### src/rtl/uart_rx.sv
// 8N1 UART receiver: oversampled 2-of-3 majority per bit, one-byte holding
// register with a level data_valid, one-clk framing error pulse and sticky overrun.
module uart_rx #(
  parameter int OVERSAMPLE = 16
) (
  input  logic       clk,
  input  logic       rst_n,
  input  logic       sample_tick,
  input  logic       rx,
  output logic [7:0] data,
  output logic       data_valid,
  input  logic       read,
  output logic       busy,
  output logic       framing_err,
  output logic       overrun
);

  localparam int CW = $clog2(OVERSAMPLE);
  localparam int M  = OVERSAMPLE / 2;
  localparam logic [CW-1:0] C_LO  = CW'(M - 1);
  localparam logic [CW-1:0] C_MID = CW'(M);
  localparam logic [CW-1:0] C_HI  = CW'(M + 1);
  localparam logic [CW-1:0] C_END = CW'(OVERSAMPLE - 1);

  typedef enum logic [1:0] {IDLE, START, DATA, STOP} state_t;

  state_t        state;
  logic          rx_meta, rx_s;
  logic [CW-1:0] cnt;
  logic [2:0]    bit_idx;
  logic [7:0]    shreg;
  logic          smp_lo, smp_mid;
  logic          accept;
  logic          vote;

  // Third sample is the live synchronized line on the decision tick.
  assign vote = (smp_lo & smp_mid) | (smp_lo & rx_s) | (smp_mid & rx_s);

  always_ff @(posedge clk or negedge rst_n) begin
    if (!rst_n) begin
      rx_meta <= 1'b1;
      rx_s    <= 1'b1;
    end else begin
      rx_meta <= rx;
      rx_s    <= rx_meta;
    end
  end

  always_ff @(posedge clk or negedge rst_n) begin
    if (!rst_n) begin
      state       <= IDLE;
      cnt         <= '0;
      bit_idx     <= '0;
      shreg       <= '0;
      smp_lo      <= 1'b1;
      smp_mid     <= 1'b1;
      busy        <= 1'b0;
      framing_err <= 1'b0;
      accept      <= 1'b0;
    end else begin
      framing_err <= 1'b0;
      accept      <= 1'b0;
      if (sample_tick) begin
        if (state != IDLE) begin
          cnt <= (cnt == C_END) ? '0 : cnt + 1'b1;
          if (cnt == C_LO)  smp_lo  <= rx_s;
          if (cnt == C_MID) smp_mid <= rx_s;
        end
        unique case (state)
          IDLE: begin
            if (!rx_s) begin
              state <= START;
              cnt   <= '0;
              busy  <= 1'b1;
            end
          end
          START: begin
            if (cnt == C_HI && vote) begin
              state <= IDLE;
              cnt   <= '0;
              busy  <= 1'b0;
            end else if (cnt == C_END) begin
              state   <= DATA;
              bit_idx <= '0;
            end
          end
          DATA: begin
            if (cnt == C_HI) shreg <= {vote, shreg[7:1]};
            if (cnt == C_END) begin
              if (bit_idx == 3'd7) state <= STOP;
              bit_idx <= bit_idx + 1'b1;
            end
          end
          STOP: begin
            // Leave at the stop decision so the next start edge is not missed.
            if (cnt == C_HI) begin
              state       <= IDLE;
              cnt         <= '0;
              busy        <= 1'b0;
              accept      <= vote;
              framing_err <= ~vote;
            end
          end
          default: state <= IDLE;
        endcase
      end
    end
  end

  // A read in the accept clk frees the register, so the new byte lands cleanly.
  always_ff @(posedge clk or negedge rst_n) begin
    if (!rst_n) begin
      data       <= '0;
      data_valid <= 1'b0;
      overrun    <= 1'b0;
    end else if (accept) begin
      if (!data_valid || read) begin
        data       <= shreg;
        data_valid <= 1'b1;
        overrun    <= 1'b0;
      end else begin
        overrun <= 1'b1;
      end
    end else if (read && data_valid) begin
      data_valid <= 1'b0;
      overrun    <= 1'b0;
    end
  end

endmodule
### config.mk
export PLATFORM = sky130hd
export DESIGN_NAME = uart_rx
export DESIGN_NICKNAME = d
export VERILOG_FILES = /design/src/rtl/uart_rx.sv
export SDC_FILE = /design/constraint.sdc
export NUM_CORES = 1
export LEC_CHECK = 0
export CORE_UTILIZATION = 48
export CTS_CLUSTER_DIAMETER = 80
export DETAILED_ROUTE_END_ITERATION = 7
export DONT_BUFFER_PORTS = 1
export PLACE_DENSITY = 0.68
export REMOVE_ABC_BUFFERS = 1
export SETUP_SLACK_MARGIN = 0.1
export SYNTH_ARGS = -nofsm -noshare
export SYNTH_HDL_FRONTEND = slang
export SYNTH_SLANG_ARGS = --single-unit
### constraint.sdc
create_clock -name clk -period 1.7 [get_ports clk]
set_input_delay 0.34 -clock clk [delete_from_list [all_inputs] [get_ports clk]]
set_output_delay 0.34 -clock clk [all_outputs]
set_load 0.1 [all_outputs]
==> results_dict.tcl, run 1 <==
set metrics [dict create \
    outcome "finished, final reports clean" \
    power_frac_clock_pct 28.0 \
    vias_per_cell 5.59 \
    fin_crit_ns 1.53 \
    combPwrFrac_pct 34.2 \
    core_area_um2 3130 \
    fin_setup_tns_ns 0 \
    worst_ep_arrival_time_ns 1.76 \
    critical_path_required_ns 1.93 \
    fin_ws_ns 0.172 \
    path_buf_inv 1 \
    period_share_pct 89.9 \
    clkLatencyLatePin_ns 0.34 \
    worstSetupEndpointType "flop" \
    powerDensity_nw_per_um2 1420 \
    clk_pin_slew_ns 0.11 \
    slowest_delay_ns 0.40 \
    internal_power_uw 1830 \
    clock.fmax_mhz 655 \
    holdWs_ns 0.0740 \
    ant_nets 0 \
    antenna_found_initial 0 \
    skew_ns 0.00710 \
    place.gp.congestion 0.795 \
    cts_tree "built" \
    grt_start_max_net_pins 35 \
    cp_top_family "simple AND/OR/NAND/NOR gates" \
    switchingPower_uw 947 \
    synthDistinctLibCells 35 \
    grt_pass1_vias 1128 \
    layout.nets 170 \
    fillers 257 \
    grt_pass1_wl_um 5090 \
    dp_hpwl_um 2050 \
    max-cap-violations 0 \
    cts_sinks 34 \
    grt_usage_pct 20.4 \
    initial_core_util_pct 51.4 \
    num_antenna_cells 0 \
    synthArstFlopShare_pct 100 \
    numCtsBuffers 5 \
    hold_viol 0 \
    critPathLaunchType "flop" \
    wirelength_um 3150 \
    root_buffer "clkbuf_4" \
    power_frac_seq_pct 37.8 \
    seq_area_frac_synth_pct 53.2 \
    place_ws_ns 0.0532 \
    swShare_pct 34.2 \
    ir_worst_vdd_uv 887 \
    slew_headroom_pct 74.7 \
    ys.flop_type "dfrtp_1" \
    portBuffers 0 \
    syn2layout_area_growth_pct 21.1 \
    dr.pass1.iters 6 \
    clock_path_buffers 2 \
    fp.dieH_um 59.9 \
    setup_viol_count_final 0 \
    ys_ff_latch 34 \
    p_leak_uw 0.000919 \
    die_x_um 59.9 \
    drc 0 \
    syn_area_per_cell_um2 12.0 \
    wl_per_cell_um 15.4 \
    die-area_um2 3590 \
    syn_area_um2 1610 \
    synth_edf_count 0 \
    worst_pin_slew_ns 0.375 \
    regArea_um2 857 \
    synth_warnings 0 \
    crit_fanout 8 \
    syn_inst 134 \
    h-tree-depth 2 \
    slowest_stage "dfrtp_1" \
    final_layout_size_suffix_gt1_share_pct 38.5 \
    hold_path.class "primary input to flop" \
    drv_slew 0 \
    crit_type "flop to flop" \
    drt_iter0_markers 30 \
    io-pin-count 17 \
    rsz0062_at_grt "yes" \
    route.vias.total 1145 \
    grt-ovfl-total 0 \
    multiInputGateArea_um2 693 \
    core.rowCount 20 \
    cp_cell_sequence "inv_2 -> ha_1 -> and3b_2 -> and3_4 -> mux2_4" \
]
==> flip-flops by register name, summed over array words and instances (netlist names), named ones only <==
name,cells
data,8
busy,1
data_valid,1
state,1
shreg,8
rx_meta,1
framing_err,1
smp_mid,1
bit_idx,3
accept,1
overrun,1
rx_s,1
cnt,4
smp_lo,1
==> power groups by stage <==
stage	sequential, uW	combinational [uW]	clock [uW]
after floorplan	1260	372	0
after global placement	1060	776	0
after detailed placement	1060	806	0
after CTS	1040	891	793
after global routing	1060	1020	839
final	1050	949	777
==> metrics by stage <==
step / power, uW / instance area [um2] / std cells / util [%]
2_1_floorplan: 1630 / 1560 / 127 / -
3_3_place_gp: 1830 / 1750 / 189 / 55.8
3_5_place_dp: 1870 / 1750 / 189 / 55.8
4_1_cts: 2720 / 1910 / 202 / 61.2
5_1_grt: 2920 / 1950 / 205 / 62.3
6_report: 2770 / 1950 / 205 / 62.3
==> final cells by class <==
cell class | count | area share (%)
Timing Repair Buffer | 26 | 10.9
Clock inverter | 2 | 3.08
Sequential cell | 34 | 44.0
Inverter | 5 | 0.963
Tap cell | 44 | 2.83
Multi-Input combinational cell | 88 | 35.6
Clock buffer | 6 | 2.63
==> path summary, 6_finish.rpt <==
check | start | endpoint | slack, ns | cells after the start
max in group asynchronous | rst_n | rx_meta | 1.01 | 2
worst max-delay path | cnt[1] | shreg[7] | 0.17 | 5
worst min-delay path | read | overrun | 0.07 | 1
min in group asynchronous | rst_n | data[1] | 0.45 | 2
worst max register to register | cnt[1] | shreg[7] | 0.17 | 5
worst min register to register | rx_meta | rx_s | 0.36 | 0
==> Yosys cell counts (2+ instances only) <==
cell type	number	area (um2)
nand3_1	4	20.0
o22ai_1	2	12.5
buf_2	3	15.0
a32o_1	2	20.0
ha_1	5	62.6
nor2_1	7	26.3
dfstp_2	4	105
mux2_2	10	113
buf_6	3	33.8
o221ai_1	2	17.5
nand2b_1	5	31.3
o21ai_0	6	30.0
nand4_1	2	12.5
nor2b_1	3	18.8
mux2_4	8	120
nor3_1	3	15.0
nand2_1	9	33.8
a21oi_1	6	30.0
inv_1	5	18.8
dfrtp_1	30	751
==> layout by cell type, fill, tap and decap left out, types with 2 or more instances in the layout <==
cell type	count
dfstp_2	4
nor3_1	3
ha_1	4
mux2_2	10
nand4_1	2
nor2b_1	3
a21oi_1	6
nand2b_1	5
bufinv_16	2
inv_1	4
o22ai_1	2
nand3_1	4
a32o_1	2
nor2_1	7
o21ai_0	5
dfrtp_1	29
nand2_1	9
dlygate4sd3_1	2
mux2_4	8
buf_4	23
clkbuf_4	5
==> layer usage <==
layer | part of all wire, % | global-route usage [%] | vias up
li1 | - | - | 533
met1 | 42 | 22.3 | 563
met2 | 51 | 33.7 | 43
met3 | 5.0 | 6.28 | 6
met4 | 1.8 | 14.3 | 0
met5 | 0 | 0 | -
==> kinds of logic (layout without fill, tap and decap cells) <==
| kind of cell | Yosys count | after routing | share of synthesized area [%] |
|---|---|---|---|
| and+or+nand+nor | 40 | 40 | 13.4 |
| DFF | 34 | 34 | 53.2 |
| AOI/OAI and AO/OA | 23 | 23 | 9.41 |
| muxes | 19 | 19 | 15.1 |
| buffers and inverters | 12 | 39 | 4.43 |
| adders and majority gates | 6 | 6 | 4.51 |
==> repair_timing <==
item,in CTS,in global routing
endpoints found under the setup margin,11,18
hold buffers,3,0
resized for setup,1,6
setup buffers,2,3
pin swaps,1,2
endpoints found under the hold margin,35,0
==> worst register-to-register path, cell delays in order, from the launching register on <==
cell and delay (ns):
dfrtp_1 0.40, inv_2 0.06, ha_1 0.12, and3b_2 0.23
and3_4 0.30, mux2_4 0.31
(Power assumes the default switching activity.)
==> run 2, diff against run 1 <==
Settings changed: SLEW_MARGIN set to 10.
Clock period 1.7 ns to 1.4 ns, I/O delays scaled along.
==> run 2 against run 1 <==
Against the previous run: the run now ends with setup timing left; sequential share of layout area down 5.3 points; routed wire length up 4.0%; clock skew down 0.00057 ns; critical path depth up 1; power up 22%; worst setup slack worse by 0.25 ns; register-to-register slack worse by 0.25 ns; count of clock-buffer cells in the layout up 1; fmax up 3.7%; first-iteration DRC count up 33%; critical endpoint is now cnt[2]; largest cell class unchanged.
==> results_dict.tcl, run 2 (synthesis results as in run 1) <==
set metrics [dict create \
    outcome "finished with violations" \
    failed_checks "setup timing" \
    power_uw 3380 \
    hold_path.class "primary input to flop" \
    setup_viol_count_final 14 \
    die-area_um2 3590 \
    slew_headroom_pct 80.8 \
    combPwrFrac_pct 45.4 \
    critPathLaunchType "flop" \
    hold_viol 0 \
    core.rowCount 20 \
    clock.fmax_mhz 679 \
    final_cell_mix "29 x dfrtp_1, 25 x buf_4, 10 x mux2_4" \
    wl_per_cell_um 14.9 \
    grt_pass1_vias 1183 \
    switchingPower_uw 1260 \
    crit_path_start "cnt[0]" \
    fp.dieH_um 59.9 \
    r2r_start "cnt[0]" \
    dr.pass1.iters 4 \
    place_ws_ns -0.104 \
    num_antenna_cells 0 \
    ir_worst_vdd_uv 1020 \
    final_layout_size_suffix_gt1_share_pct 49.7 \
    initial_core_util_pct 51.4 \
    drt_iter0_markers 40 \
    rsz0062_at_grt "yes" \
    grt-ovfl-total 0 \
    grt_start_max_net_pins 35 \
    cts_tree "built" \
    fin_crit_ns 1.47 \
    numCtsBuffers 5 \
    drc 0 \
    cpMostUsedCell "nand3_1" \
    slowest_stage "dfrtp_1" \
    ant_nets 0 \
    route.vias.total 1166 \
    max-cap-violations 0 \
    worst_pin_slew_ns 0.288 \
    r2r_end "cnt[2]" \
    cp_cell_sequence "ha_1 -> and3b_2 -> buf_4 -> o221ai_4 -> nand3_1 -> nand3_1" \
    final_common_cell "dfrtp_1" \
    cp-endpoint "cnt[2]" \
    clock_path_buffers 2 \
    syn2layout_area_growth_pct 37.8 \
    place.gp.congestion 0.835 \
    period_share_pct 105 \
    dp_hpwl_um 2170 \
    slowest_delay_ns 0.42 \
    h-tree-depth 2 \
    critical_path_required_ns 1.68 \
    drv_slew 0 \
    root_buffer "clkbuf_4" \
    internal_power_uw 2120 \
    crit_fanout 5 \
    fillers 213 \
    io-pin-count 17 \
    layout.nets 184 \
    top_regs "data x8, shreg x8, cnt x4" \
    holdCritStartpoint "read" \
    vias_per_cell 5.32 \
    portBuffers 0 \
    cts_sinks 34 \
    swShare_pct 37.4 \
    skew_ns 0.00653 \
    powerDensity_nw_per_um2 1520 \
    placed_cells 201 \
    power_frac_seq_pct 37.9 \
    worstSetupEndpointType "flop" \
    grt_usage_pct 21.4 \
    reg2reg_depth 6 \
    grt_pass1_wl_um 5340 \
    die_x_um 59.9 \
    crit_type "flop to flop" \
    layout.cells.non_filler 219 \
    wirelength_um 3270 \
    core_area_um2 3130 \
    clkLatencyLatePin_ns 0.33 \
    p_leak_uw 0.00100 \
    worst_ep_arrival_time_ns 1.75 \
    clk_pin_slew_ns 0.10 \
    rrSetupSlack_ns -0.07 \
    power_frac_clock_pct 16.7 \
    antenna_found_initial 0 \
    fin_ws_ns -0.0734 \
]
-- run 2: final cells by class --
type | instances | area (um2) | share of cell area [%]
clock buffers | 7 | 55.1 | 2.48
clock inverters | 1 | 5.00 | 0.226
inverters | 5 | 21.3 | 0.959
multi-input cells | 88 | 787 | 35.5
flip-flops and latches | 34 | 857 | 38.7
well taps | 44 | 55.1 | 2.48
repair buffers | 40 | 437 | 19.7
-- run 2: how the worst min path moves through the flow --
stage | slack (ns) | cells after the start | end
floorplan | -0.02 | 0 | asynchronous set/reset pin
detailed placement | -0.01 | 0 | data[0]
global route | 0.01 | 1 | overrun
CTS | 0.009 | 1 | overrun
finish | 0.03 | 1 | overrun
global placement | -0.01 | 0 | data[0]
-- run 2: power groups by stage --
stage                     clock [uW]  sequential, uW  combinational (uW)
final                            563            1280                1530
after global placement             0            1260                1120
after global routing             632            1300                1650
after CTS                        595            1260                1390
after floorplan                    0            1530                 452
after detailed placement           0            1270                1160
-- run 2: stage by stage --
stage	utilization [%]	hold WS (ns)	cell area [um2]	setup TNS (ns)
finish	70.9	0.0252	2220	-0.824
global route	70.9	0.0124	2220	-1.83
CTS	68.7	0.00860	2150	-0.849
detailed placement	61.9	-0.0149	1940	-1.23
global placement	61.9	-0.0149	1940	-0.704
floorplan	-	-0.0156	1560	-4.45
-- run 2: metal layers --
layer,part of all wire (%),GRT usage [%],routed length (um),up-vias
met2,52,33.8,1690,24
li1,-,-,-,557
met5,0,0,0,-
met4,1.6,12.3,51,0
met1,44,26.3,1430,581
met3,3.1,6.06,103,4
-- run 2: worst max-delay path: cells and delay by family (launching register included) --
kind / cells / cell delay [ns]
compound gates: 1 / 0.23
fa+ha+maj: 1 / 0.20
simple gates: 3 / 0.43
flops: 1 / 0.42
buf+inv: 1 / 0.14
-- run 2: what timing repair did --
action,in CTS,in global routing
resized for setup,22,15
setup endpoints to repair,22,29
hold buffers,3,0
pin swaps,7,9
setup buffers,5,2
endpoints found under the hold margin,35,0
